`config.mk`:
```
export PLATFORM = sky130hd
export DESIGN_NAME = uart_coord_framer
export DESIGN_NICKNAME = d
export VERILOG_FILES = /design/src/rtl/uart_pkg.sv /design/src/rtl/uart_byte_sel.sv /design/src/rtl/uart_coord_framer.sv
export SDC_FILE = /design/constraint.sdc
export NUM_CORES = 1
export LEC_CHECK = 0
export CAP_MARGIN = 20
export CORE_MARGIN = 5
export CORE_UTILIZATION = 45
export DETAILED_ROUTE_END_ITERATION = 6
export PLACE_DENSITY = 0.68
export SETUP_SLACK_MARGIN = 0.1
export SLEW_MARGIN = 20
export SYNTH_ARGS = -nofsm -noshare
export SYNTH_HDL_FRONTEND = slang
export SYNTH_SLANG_ARGS = --single-unit
export TNS_END_PERCENT = 1
```
`constraint.sdc`:
```
create_clock -name clk -period 4.25 [get_ports clk]
set_input_delay 0.425 -clock clk [delete_from_list [all_inputs] [get_ports clk]]
set_output_delay 0.425 -clock clk [all_outputs]
set_load 0.05 [all_outputs]
```
`src/rtl/uart_pkg.sv`:
```
// Shared definitions for the telemetry framer: FSM states, default header
// byte and the frame length helper.
package uart_pkg;

  typedef enum logic [2:0] {
    IDLE = 3'd0,
    ARM  = 3'd1,
    ACK  = 3'd2,
    TXW  = 3'd3,
    GAPW = 3'd4,
    NEXT = 3'd5
  } state_e;

  localparam logic [7:0] HDR_DEFAULT = 8'hA5;

  // Header + payload bytes + optional checksum byte.
  function automatic int frame_len(input int nch, input int dw, input int csum_en);
    return 1 + (nch * dw) / 8 + csum_en;
  endfunction

endpackage

```
`src/rtl/uart_byte_sel.sv`:
```
// Combinational byte picker: index 0 is the header, then the snapshot
// channels MSB-first starting with channel 0, then the checksum byte.
module uart_byte_sel
  import uart_pkg::*;
#(
  parameter int         NCH     = 3,
  parameter int         DW      = 32,
  parameter logic [7:0] HDR     = HDR_DEFAULT,
  parameter int         CSUM_EN = 1,
  parameter int         IDX_W   = 4
) (
  input  logic [IDX_W-1:0]  idx,
  input  logic [NCH*DW-1:0] snapshot,
  input  logic [7:0]        csum,
  output logic [7:0]        byte_o
);

  localparam int NPB = (NCH * DW) / 8;
  localparam int BPC = DW / 8;

  // Header by default; payload position p maps to channel p/BPC, byte p%BPC from the top.
  always_comb begin
    byte_o = HDR;
    for (int p = 0; p < NPB; p++) begin
      if (idx == IDX_W'(p + 1)) begin
        byte_o = snapshot[(p / BPC) * DW + (BPC - 1 - (p % BPC)) * 8 +: 8];
      end
    end
    if ((CSUM_EN != 0) && (idx == IDX_W'(NPB + 1))) begin
      byte_o = csum;
    end
  end

endmodule

```
`src/rtl/uart_coord_framer.sv`:
```
// Telemetry framer: on a rising edge of valid, freezes NCH channels and
// hands one framed packet (header, payload, optional checksum) to a byte
// UART, pacing every byte on the transmitter's tx_idle handshake.
module uart_coord_framer
  import uart_pkg::*;
#(
  parameter int         NCH     = 3,
  parameter int         DW      = 32,
  parameter logic [7:0] HDR     = HDR_DEFAULT,
  parameter int         CSUM_EN = 1,
  parameter int         GAP     = 0
) (
  input  logic              clk,
  input  logic              rst_n,
  input  logic              clr,
  input  logic              valid,
  input  logic [NCH*DW-1:0] data_in,
  input  logic              tx_idle,
  output logic [7:0]        tx_data,
  output logic              tx_wr,
  output logic              busy,
  output logic              done,
  output logic              dropped
);

  localparam int                L        = frame_len(NCH, DW, CSUM_EN);
  localparam int                NPB      = (NCH * DW) / 8;
  localparam int                IDX_W    = $clog2(L);
  localparam logic [IDX_W-1:0]  IDX_LAST = IDX_W'(L - 1);
  localparam logic [IDX_W-1:0]  IDX_PAY  = IDX_W'(NPB);
  localparam logic [7:0]        GAP_LAST = 8'((GAP > 0) ? (GAP - 1) : 0);

  if ((DW % 8) != 0 || DW < 8 || DW > 32 || NCH < 1 || NCH > 8 ||
      GAP < 0 || GAP > 255 || CSUM_EN < 0 || CSUM_EN > 1) begin : g_bad_param
    $error("uart_coord_framer: illegal parameter set");
  end

  state_e              state_q, state_d;
  logic [IDX_W-1:0]    idx_q, idx_d;
  logic [NCH*DW-1:0]   snap_q, snap_d;
  logic [7:0]          csum_q, csum_d;
  logic [7:0]          gap_q, gap_d;
  logic [7:0]          tx_data_q, tx_data_d;
  logic                tx_wr_q, tx_wr_d;
  logic                busy_q, busy_d;
  logic                done_q, done_d;
  logic                dropped_q, dropped_d;
  logic                valid_q, valid_d;
  logic [7:0]          sel_byte;
  logic                start;

  uart_byte_sel #(
    .NCH     (NCH),
    .DW      (DW),
    .HDR     (HDR),
    .CSUM_EN (CSUM_EN),
    .IDX_W   (IDX_W)
  ) u_byte_sel (
    .idx      (idx_q),
    .snapshot (snap_q),
    .csum     (csum_q),
    .byte_o   (sel_byte)
  );

  assign start = valid & ~valid_q;

  // Next-state logic: clr dominates everything, including a same-cycle start.
  always_comb begin
    state_d   = state_q;
    idx_d     = idx_q;
    snap_d    = snap_q;
    csum_d    = csum_q;
    gap_d     = gap_q;
    tx_data_d = tx_data_q;
    tx_wr_d   = 1'b0;
    busy_d    = busy_q;
    done_d    = 1'b0;
    dropped_d = 1'b0;
    valid_d   = valid;

    if (clr) begin
      state_d = IDLE;
      idx_d   = '0;
      snap_d  = '0;
      csum_d  = '0;
      gap_d   = '0;
      busy_d  = 1'b0;
    end else begin
      if (start && busy_q) begin
        dropped_d = 1'b1;
      end
      case (state_q)
        IDLE: begin
          if (start) begin
            snap_d  = data_in;
            idx_d   = '0;
            csum_d  = '0;
            busy_d  = 1'b1;
            state_d = ARM;
          end
        end
        ARM: begin
          if (tx_idle) begin
            tx_data_d = sel_byte;
            tx_wr_d   = 1'b1;
            if (idx_q != '0 && idx_q <= IDX_PAY) begin
              csum_d = csum_q + sel_byte;
            end
            state_d = ACK;
          end
        end
        ACK: begin
          if (!tx_idle) begin
            state_d = TXW;
          end
        end
        TXW: begin
          if (tx_idle) begin
            gap_d   = '0;
            state_d = (GAP > 0) ? GAPW : NEXT;
          end
        end
        GAPW: begin
          if (gap_q == GAP_LAST) begin
            state_d = NEXT;
          end else begin
            gap_d = gap_q + 8'd1;
          end
        end
        NEXT: begin
          if (idx_q == IDX_LAST) begin
            idx_d   = '0;
            busy_d  = 1'b0;
            done_d  = 1'b1;
            state_d = IDLE;
          end else begin
            idx_d   = idx_q + 1'b1;
            state_d = ARM;
          end
        end
        default: state_d = IDLE;
      endcase
    end
  end

  // State and output registers; asynchronous reset returns to a clean idle.
  always_ff @(posedge clk or negedge rst_n) begin
    if (!rst_n) begin
      state_q   <= IDLE;
      idx_q     <= '0;
      snap_q    <= '0;
      csum_q    <= '0;
      gap_q     <= '0;
      tx_data_q <= '0;
      tx_wr_q   <= 1'b0;
      busy_q    <= 1'b0;
      done_q    <= 1'b0;
      dropped_q <= 1'b0;
      valid_q   <= 1'b0;
    end else begin
      state_q   <= state_d;
      idx_q     <= idx_d;
      snap_q    <= snap_d;
      csum_q    <= csum_d;
      gap_q     <= gap_d;
      tx_data_q <= tx_data_d;
      tx_wr_q   <= tx_wr_d;
      busy_q    <= busy_d;
      done_q    <= done_d;
      dropped_q <= dropped_d;
      valid_q   <= valid_d;
    end
  end

  assign tx_data = tx_data_q;
  assign tx_wr   = tx_wr_q;
  assign busy    = busy_q;
  assign done    = done_q;
  assign dropped = dropped_q;

endmodule

```
==> run metrics, run 1 <==
hold buffers post-CTS 0; Worst path max stage delay 0.68 ns; post-CTS resize count 0; clock power share 39.6%; Yosys cell types 63; post-synthesis instance area 0.00701 mm²; Critical Path Sink Type register; critical path's top delay family compound AO/OA/AOI/OAI gates; share of cells above drive strength 1 8.22%; worst setup margin 0.584 ns; sequential share of the synthesized area 47.1%; NetSw 0.995 mW; Post-synth EDFFs 0; Worst VDD drop 0.000285 V; worst path cell trace buf_4 > mux2i_1 > nor3_1 > nor3_1 > a21oi_1 > a21boi_0 > ha_1 > inv_1 > fa_1 > nor2b_1 > o21ai_0 > a21boi_0 > o21a_1 > o21ai_0 > a32o_1; Worst Clk Skew 0.00596 ns; Synth Net Count 883; global-route usage over all layers 21.3%; initial DRC count 469; YS warnings 0; Worst EP arrival 3.98 ns; asr flop ratio synth 100%; maximum number of pins on one net before global-route repair 99; commonest cells after routing, fill and taps aside o21ai_0, dfrtp_1, nand2_1; grt ovf 0; Setup Total Neg Slack 0 ns; Power per Cell Area 400 mW/mm²; WL final 18.6 mm; combinational group share of total power 17.1%; maxcap violations 0; Max Root-Sink Buffers 2; n_diodes 0; Worst Max-Slew Pin Slew 0.839 ns; H-tree lvl count 4; DRC violations left 0; top_reg_cell synth dfrtp_1; sequential power share 43.3%; met3 WL 937 µm; Internal 2.53 mW; stages on the worst setup path 15; min Tclk post-route 3.67 ns; period utilisation layout 86.3%; Die W 135 µm; storage element area 0.00330 mm²; Post-DP Area 0.00825 mm²; Hold Slack 0.0828 ns; syn avg cell area 9.08 µm²; DP Worst Slack 0.654 ns; vias in the first global route 5944; area of the multi-input gates 0.00337 mm²; # Post-CTS Setup Buffers 0; Final Instance Area 0.00881 mm²; IO Port Bufs 112; HPWL after DPL 13.8 mm; Pwr Total 3.52 mW; Setup Viol. Count Final 0; area leader, netlist dfrtp_1; clk_lat worst skew 0.43 ns; status finished clean; Max Freq 273 MHz; Die ar. 0.0182 mm²; CP bufs+invs 2; Crit Path Class register to register; post-layout util 57.8%; Syn-to-layout area delta 25.8%; M1 WL 8.81 mm; top-area cell type share of the netlist area 47.1%; commonest non-fill, non-tap cell in the layout o21ai_0; Worst R2R Path Depth 15; Max-slew headroom 44.1%; I/O Pins 113; CTS tree yes; DR top layer met4; RSZ-0062 raised after global routing no; clock tree sinks 132; sw frac 28.2%; Hold Crit Class input port to async pin; Core Area 0.0153 mm²; GPL Wtd Cong 0.896; first-pass GRT wire length 30.6 mm; CP Launch Type register; Met2 Wirelength 8.63 mm; Leakage 3.62 nW; nets@finish 975; Hold Vio Cnt, Final 0; chip height 135 µm; cts bufs inserted 17; Avg WL per Cell 17.1 µm; top post-synthesis cells by area dfrtp_1, o21ai_0, nand2b_1; remaining antenna violation count 0; initial antenna violation count 0; CTS Root Cell clkbuf_16; fillcell total 1375; Worst-path clk slew 0.06 ns; Vias/cell 5.24; Post-Syn Instances 772; number of synthesized register bits 132; initial cell density of the core 45.9%; Row Count 45; dpl cells 1056; Worst Path Max Fanout 26; DRT Pass-1 Iters 7; Slowest-stage cell, CP dfrtp_2; Pins Over Slew Limit 0; final non-filler cell total 1087; WP data required 4.56 ns; Vias 5701
synthesized netlist by cell type (all sizes together) (11+ instances only):
library cell	count
buf	25
nor2	32
nand2b	103
inv	21
dfrtp	132
mux2i	15
clkbuf	26
mux2	14
nand2	122
o21ai	133
a21oi	21
nor3	13
o22ai	11
sequential cells by signal, indices dropped and copies added, names as in the netlist:
signal,cells
state_q,3
snap_q,96
busy,1
csum_q,8
valid_q,1
idx_q,4
tx_wr,1
dropped,1
tx_data,8
gap_q,8
done,1
power groups by stage:
stage	sequential [mW]	clock (mW)	combinational (mW)
6_report	1.53	1.39	0.601
5_1_grt	1.54	1.48	0.668
4_1_cts	1.52	1.42	0.607
3_5_place_dp	1.54	0	0.604
3_3_place_gp	1.55	0	0.590
2_1_floorplan	1.56	0	0.303
routing by layer:
layer,up-vias,track usage [%]
met1,2702,29.5
met3,15,5.48
met2,149,33.8
met5,-,0
met4,0,5.37
li1,2835,-
final timing paths:
check / start / endpoint / slack, ns
worst max-delay path: idx_q[0]$_DFFE_PN0P_ / csum_q[6]$_DFFE_PN0P_ / 0.58
worst min-delay path: rst_n / snap_q[53]$_DFFE_PN0P_ / 0.08
worst max register to register: idx_q[0]$_DFFE_PN0P_ / csum_q[6]$_DFFE_PN0P_ / 0.58
worst min register to register: snap_q[92]$_DFFE_PN0P_ / snap_q[92]$_DFFE_PN0P_ / 0.48
max in group asynchronous: rst_n / tx_data[3]$_DFFE_PN0P_ / 3.32
min in group clk: valid / valid_q$_DFF_PN0_ / 0.47
area by class of cell:
class | count | area share [%]
clock buffer | 22 | 5.49
clock inverter | 9 | 0.908
inverter | 22 | 0.937
multi-input combinational | 567 | 38.2
sequential | 132 | 37.5
tap | 211 | 3.00
timing repair buffer | 124 | 13.9
cell families (layout without fill, tap and decap cells):
family	after synthesis	count (layout)	synth area share (%)
buffers and inverters	73	177	5.02
adder cells (fa/ha/maj)	10	10	1.89
AND/OR/NAND/NOR	301	301	21.3
AO/OA/AOI/OAI	219	219	18.8
flip-flops	132	132	47.1
XOR/XNOR	6	6	0.750
multiplexers	31	31	5.14
Note: power is estimated with default switching activity, not from simulation.
==> run 2: changes to the inputs <==
--- a/config.mk
+++ b/config.mk
@@ -6,13 +6,16 @@
 export NUM_CORES = 1
 export LEC_CHECK = 0
 export CAP_MARGIN = 20
+export CELL_PAD_IN_SITES_DETAIL_PLACEMENT = 1
+export CELL_PAD_IN_SITES_GLOBAL_PLACEMENT = 2
 export CORE_MARGIN = 5
-export CORE_UTILIZATION = 45
+export CORE_UTILIZATION = 36
 export DETAILED_ROUTE_END_ITERATION = 6
-export PLACE_DENSITY = 0.68
+export PLACE_DENSITY = 0.84
 export SETUP_SLACK_MARGIN = 0.1
 export SLEW_MARGIN = 20
 export SYNTH_ARGS = -nofsm -noshare
 export SYNTH_HDL_FRONTEND = slang
+export SYNTH_HIERARCHICAL = 1
 export SYNTH_SLANG_ARGS = --single-unit
 export TNS_END_PERCENT = 1
==> constraint.sdc (replaced) <==
create_clock -name clk -period 4.5 [get_ports clk]
set_input_delay 0.45 -clock clk [delete_from_list [all_inputs] [get_ports clk]]
set_output_delay 0.45 -clock clk [all_outputs]
set_load 0.05 [all_outputs]
==> run 2 against run 1 <==
Area after synthesis is 4.0% higher; first-iteration DRC count shrank 44%; sequential share of layout area down 1.0 points; clock skew is 0.014 ns higher; sequential cell count stayed put; synthesized cell count up 2.3%; global-route usage is 3.0 points lower; fmax grew 3.0%; critical path type unchanged.
==> run metrics, run 2 <==
Syn-to-layout area delta 24.4%; Worst VDD drop 0.000184 V (-35%); top_reg_cell synth dfrtp_1; Worst Clk Skew 0.0197 ns (+0.0138 ns); R2R Path End csum_q[7]$_DFFE_PN0P_; clk_lat worst skew 0.42 ns (about the same); IO Port Bufs 112 (unchanged); Leakage 3.70 nW (+2.0%); Worst Setup SP idx_q[0]$_DFFE_PN0P_; period utilisation layout 79.1% (-7.2 points); Die ar. 0.0232 mm² (+28%); Die W 152 µm (+13%); post-layout util 45.1% (-13 points); Synth Net Count 901 (+2.0%); Avg WL per Cell 18.2 µm (+6.3%); sequential power share 43.3% (about the same); Power per Cell Area 360 mW/mm² (-9.9%); YS warnings 6 (+6); cts bufs inserted 17 (unchanged); Largest Register snap_q; GPL Wtd Cong 0.891 (-0.51%); Max Freq 281 MHz (+3.0%); maximum number of pins on one net before global-route repair 122 (+23%); n_diodes 0 (unchanged); Slowest-stage cell, CP dfrtp_2; remaining antenna violation count 0 (unchanged); post-CTS resize count 0 (unchanged); Pins Over Slew Limit 0 (unchanged); Setup Total Neg Slack 0 ns (unchanged); Post-DP Area 0.00848 mm² (+2.8%); number of synthesized register bits 132 (unchanged); CTS tree yes; DRC violations left 0 (unchanged); syn avg cell area 9.23 µm² (+1.6%); RSZ-0062 raised after global routing no; # Post-CTS Setup Buffers 0 (unchanged); Hold Crit Class input port to async pin; Max-slew headroom 32.5% (-12 points); CP Launch Type register; Post-synth EDFFs 0 (unchanged); Internal 2.36 mW (-6.6%); hold buffers post-CTS 0 (unchanged); chip height 152 µm (+13%); Final Instance Area 0.00906 mm² (+2.8%); Worst R2R Path Depth 11 (-4); Vias/cell 5.08 (-3.2%); initial DRC count 263 (-44%); nets@finish 987 (+1.2%); status finished clean; Post-Syn Instances 790 (+2.3%); CP endpoint csum_q[7]$_DFFE_PN0P_; commonest non-fill, non-tap cell in the layout dfrtp_1; stages on the worst setup path 11 (-4); asr flop ratio synth 100% (unchanged); R2R Path Start idx_q[0]$_DFFE_PN0P_; Yosys cell types 72 (+14%); initial antenna violation count 0 (unchanged); most common cell in the netlist dfrtp_1; global-route usage over all layers 18.3% (-3.0 points); Core Area 0.0201 mm² (+32%); critical path's top delay family compound AO/OA/AOI/OAI gates; fillcell total 2286 (+66%); share of cells above drive strength 1 8.44% (+0.22 points); Worst path max stage delay 0.90 ns (+0.22 ns); WP data required 4.84 ns (+0.28 ns); vias in the first global route 6013 (+1.2%); H-tree lvl count 4 (unchanged); sequential share of the synthesized area 45.3% (-1.8 points); min Tclk post-route 3.56 ns (-0.107 ns); Vias 5885 (+3.2%); commonest cells after routing, fill and taps aside dfrtp_1, o21ai_0, nand2_1; maxcap violations 0 (unchanged); post-synthesis instance area 0.00729 mm² (+4.0%); I/O Pins 113 (unchanged); Worst Max-Slew Pin Slew 1.01 ns (+0.174 ns); synth cell count leaders dfrtp_1, o21ai_0, nand2_1; Setup Viol. Count Final 0 (unchanged); HPWL after DPL 15.6 mm (+13%); R2R setup slack 0.94 ns (+0.36 ns); DRT Pass-1 Iters 4 (-3); Crit Path Class register to register; worst path cell trace buf_4 > mux2_2 > a22oi_1 > o22ai_1 > a22o_1 > ha_1 > o211ai_1 > o21a_1 > nand4b_1 > a21o_1 > nand3_1; first-pass GRT wire length 33.9 mm (+11%); Max Root-Sink Buffers 2 (unchanged); NetSw 0.903 mW (-9.3%); Row Count 52 (+16%); max reg flops 96 (unchanged); Critical Path Sink Type register; initial cell density of the core 36.3% (-9.7 points); Hold Slack 0.0791 ns (-0.00366 ns); Pwr Total 3.26 mW (-7.4%); top-area cell type share of the netlist area 45.3% (-1.8 points); clock tree sinks 132 (unchanged); clock power share 42.1% (+2.5 points); Worst-path clk slew 0.06 ns (about the same); top post-synthesis cells by area dfrtp_1, nand2b_1, o21ai_0; Worst Path Max Fanout 42 (+62%); WL final 21.1 mm (+13%); Worst EP arrival 3.90 ns (-0.08 ns); CTS Root Cell clkbuf_16; area leader, netlist dfrtp_1; CP bufs+invs 1 (-1); combinational group share of total power 14.6% (-2.5 points); sw frac 27.7% (-0.58 points); grt ovf 0 (unchanged); Hold Vio Cnt, Final 0 (unchanged)
## run 2: cell count changes after synthesis, sizes merged, moves of 5 or more
cell,before,now
a211oi,3,8
a21oi,21,15
a2bb2oi,1,7
a31oi,2,8
a32o,5,0
buf,25,33
inv,21,16
nand3,6,14
o21ai,133,125
## run 2: layout make-up
cell class | count | area [µm²] | area share [%]
Inverter | 16 | 60.1 | 0.663
Timing Repair Buffer | 122 | 1200 | 13.3
Multi-Input combinational cell | 587 | 3580 | 39.4
Clock inverter | 13 | 133 | 1.46
Tap cell | 270 | 338 | 3.73
Sequential cell | 132 | 3300 | 36.5
Clock buffer | 19 | 453 | 5.00
## run 2: cell families after synthesis
logic type | Yosys count | synth area share (%)
simple gates | 319 | 23.0
compound gates | 219 | 18.6
flops | 132 | 45.3
buf+inv | 71 | 5.72
mux | 32 | 4.67
fa+ha+maj | 10 | 1.82
xor+xnor | 7 | 0.841
## run 2: stage by stage
stage                     instances  worst slack [ns]
after floorplan                 790              1.60
after global placement         1127              1.00
after detailed placement       1127             0.957
after CTS                      1159             0.943
after global routing           1159             0.649
final                          1159             0.941
## run 2: worst min-delay path by stage
stage                            from                      to  slack (ns)  cells past startpoint
6_report                        rst_n    gap_q[6]$_DFFE_PN0P_        0.08                      1
5_1_grt                         rst_n    gap_q[6]$_DFFE_PN0P_        0.13                      1
4_1_cts                         rst_n    gap_q[6]$_DFFE_PN0P_         0.1                      1
3_5_place_dp   snap_q[23]$_DFFE_PN0P_  snap_q[23]$_DFFE_PN0P_        0.47                      2
3_3_place_gp   snap_q[75]$_DFFE_PN0P_  snap_q[75]$_DFFE_PN0P_        0.46                      2
2_1_floorplan                   rst_n        busy$_DFFE_PN0P_        0.15                      0
## run 2: power by group through the flow
stage          Clock, mW  Sequential [mW]  Combinational [mW]
6_report            1.37             1.41               0.476
5_1_grt             1.46             1.43               0.533
4_1_cts             1.41             1.42               0.487
3_5_place_dp           0             1.43               0.484
3_3_place_gp           0             1.43               0.475
2_1_floorplan          0             1.41               0.278
## run 2: per-layer routing
metal	track usage [%]	wire, µm
met2	28.5	9810
met3	3.38	969
met1	26.0	9980
met4	5.69	326
met5	0	0
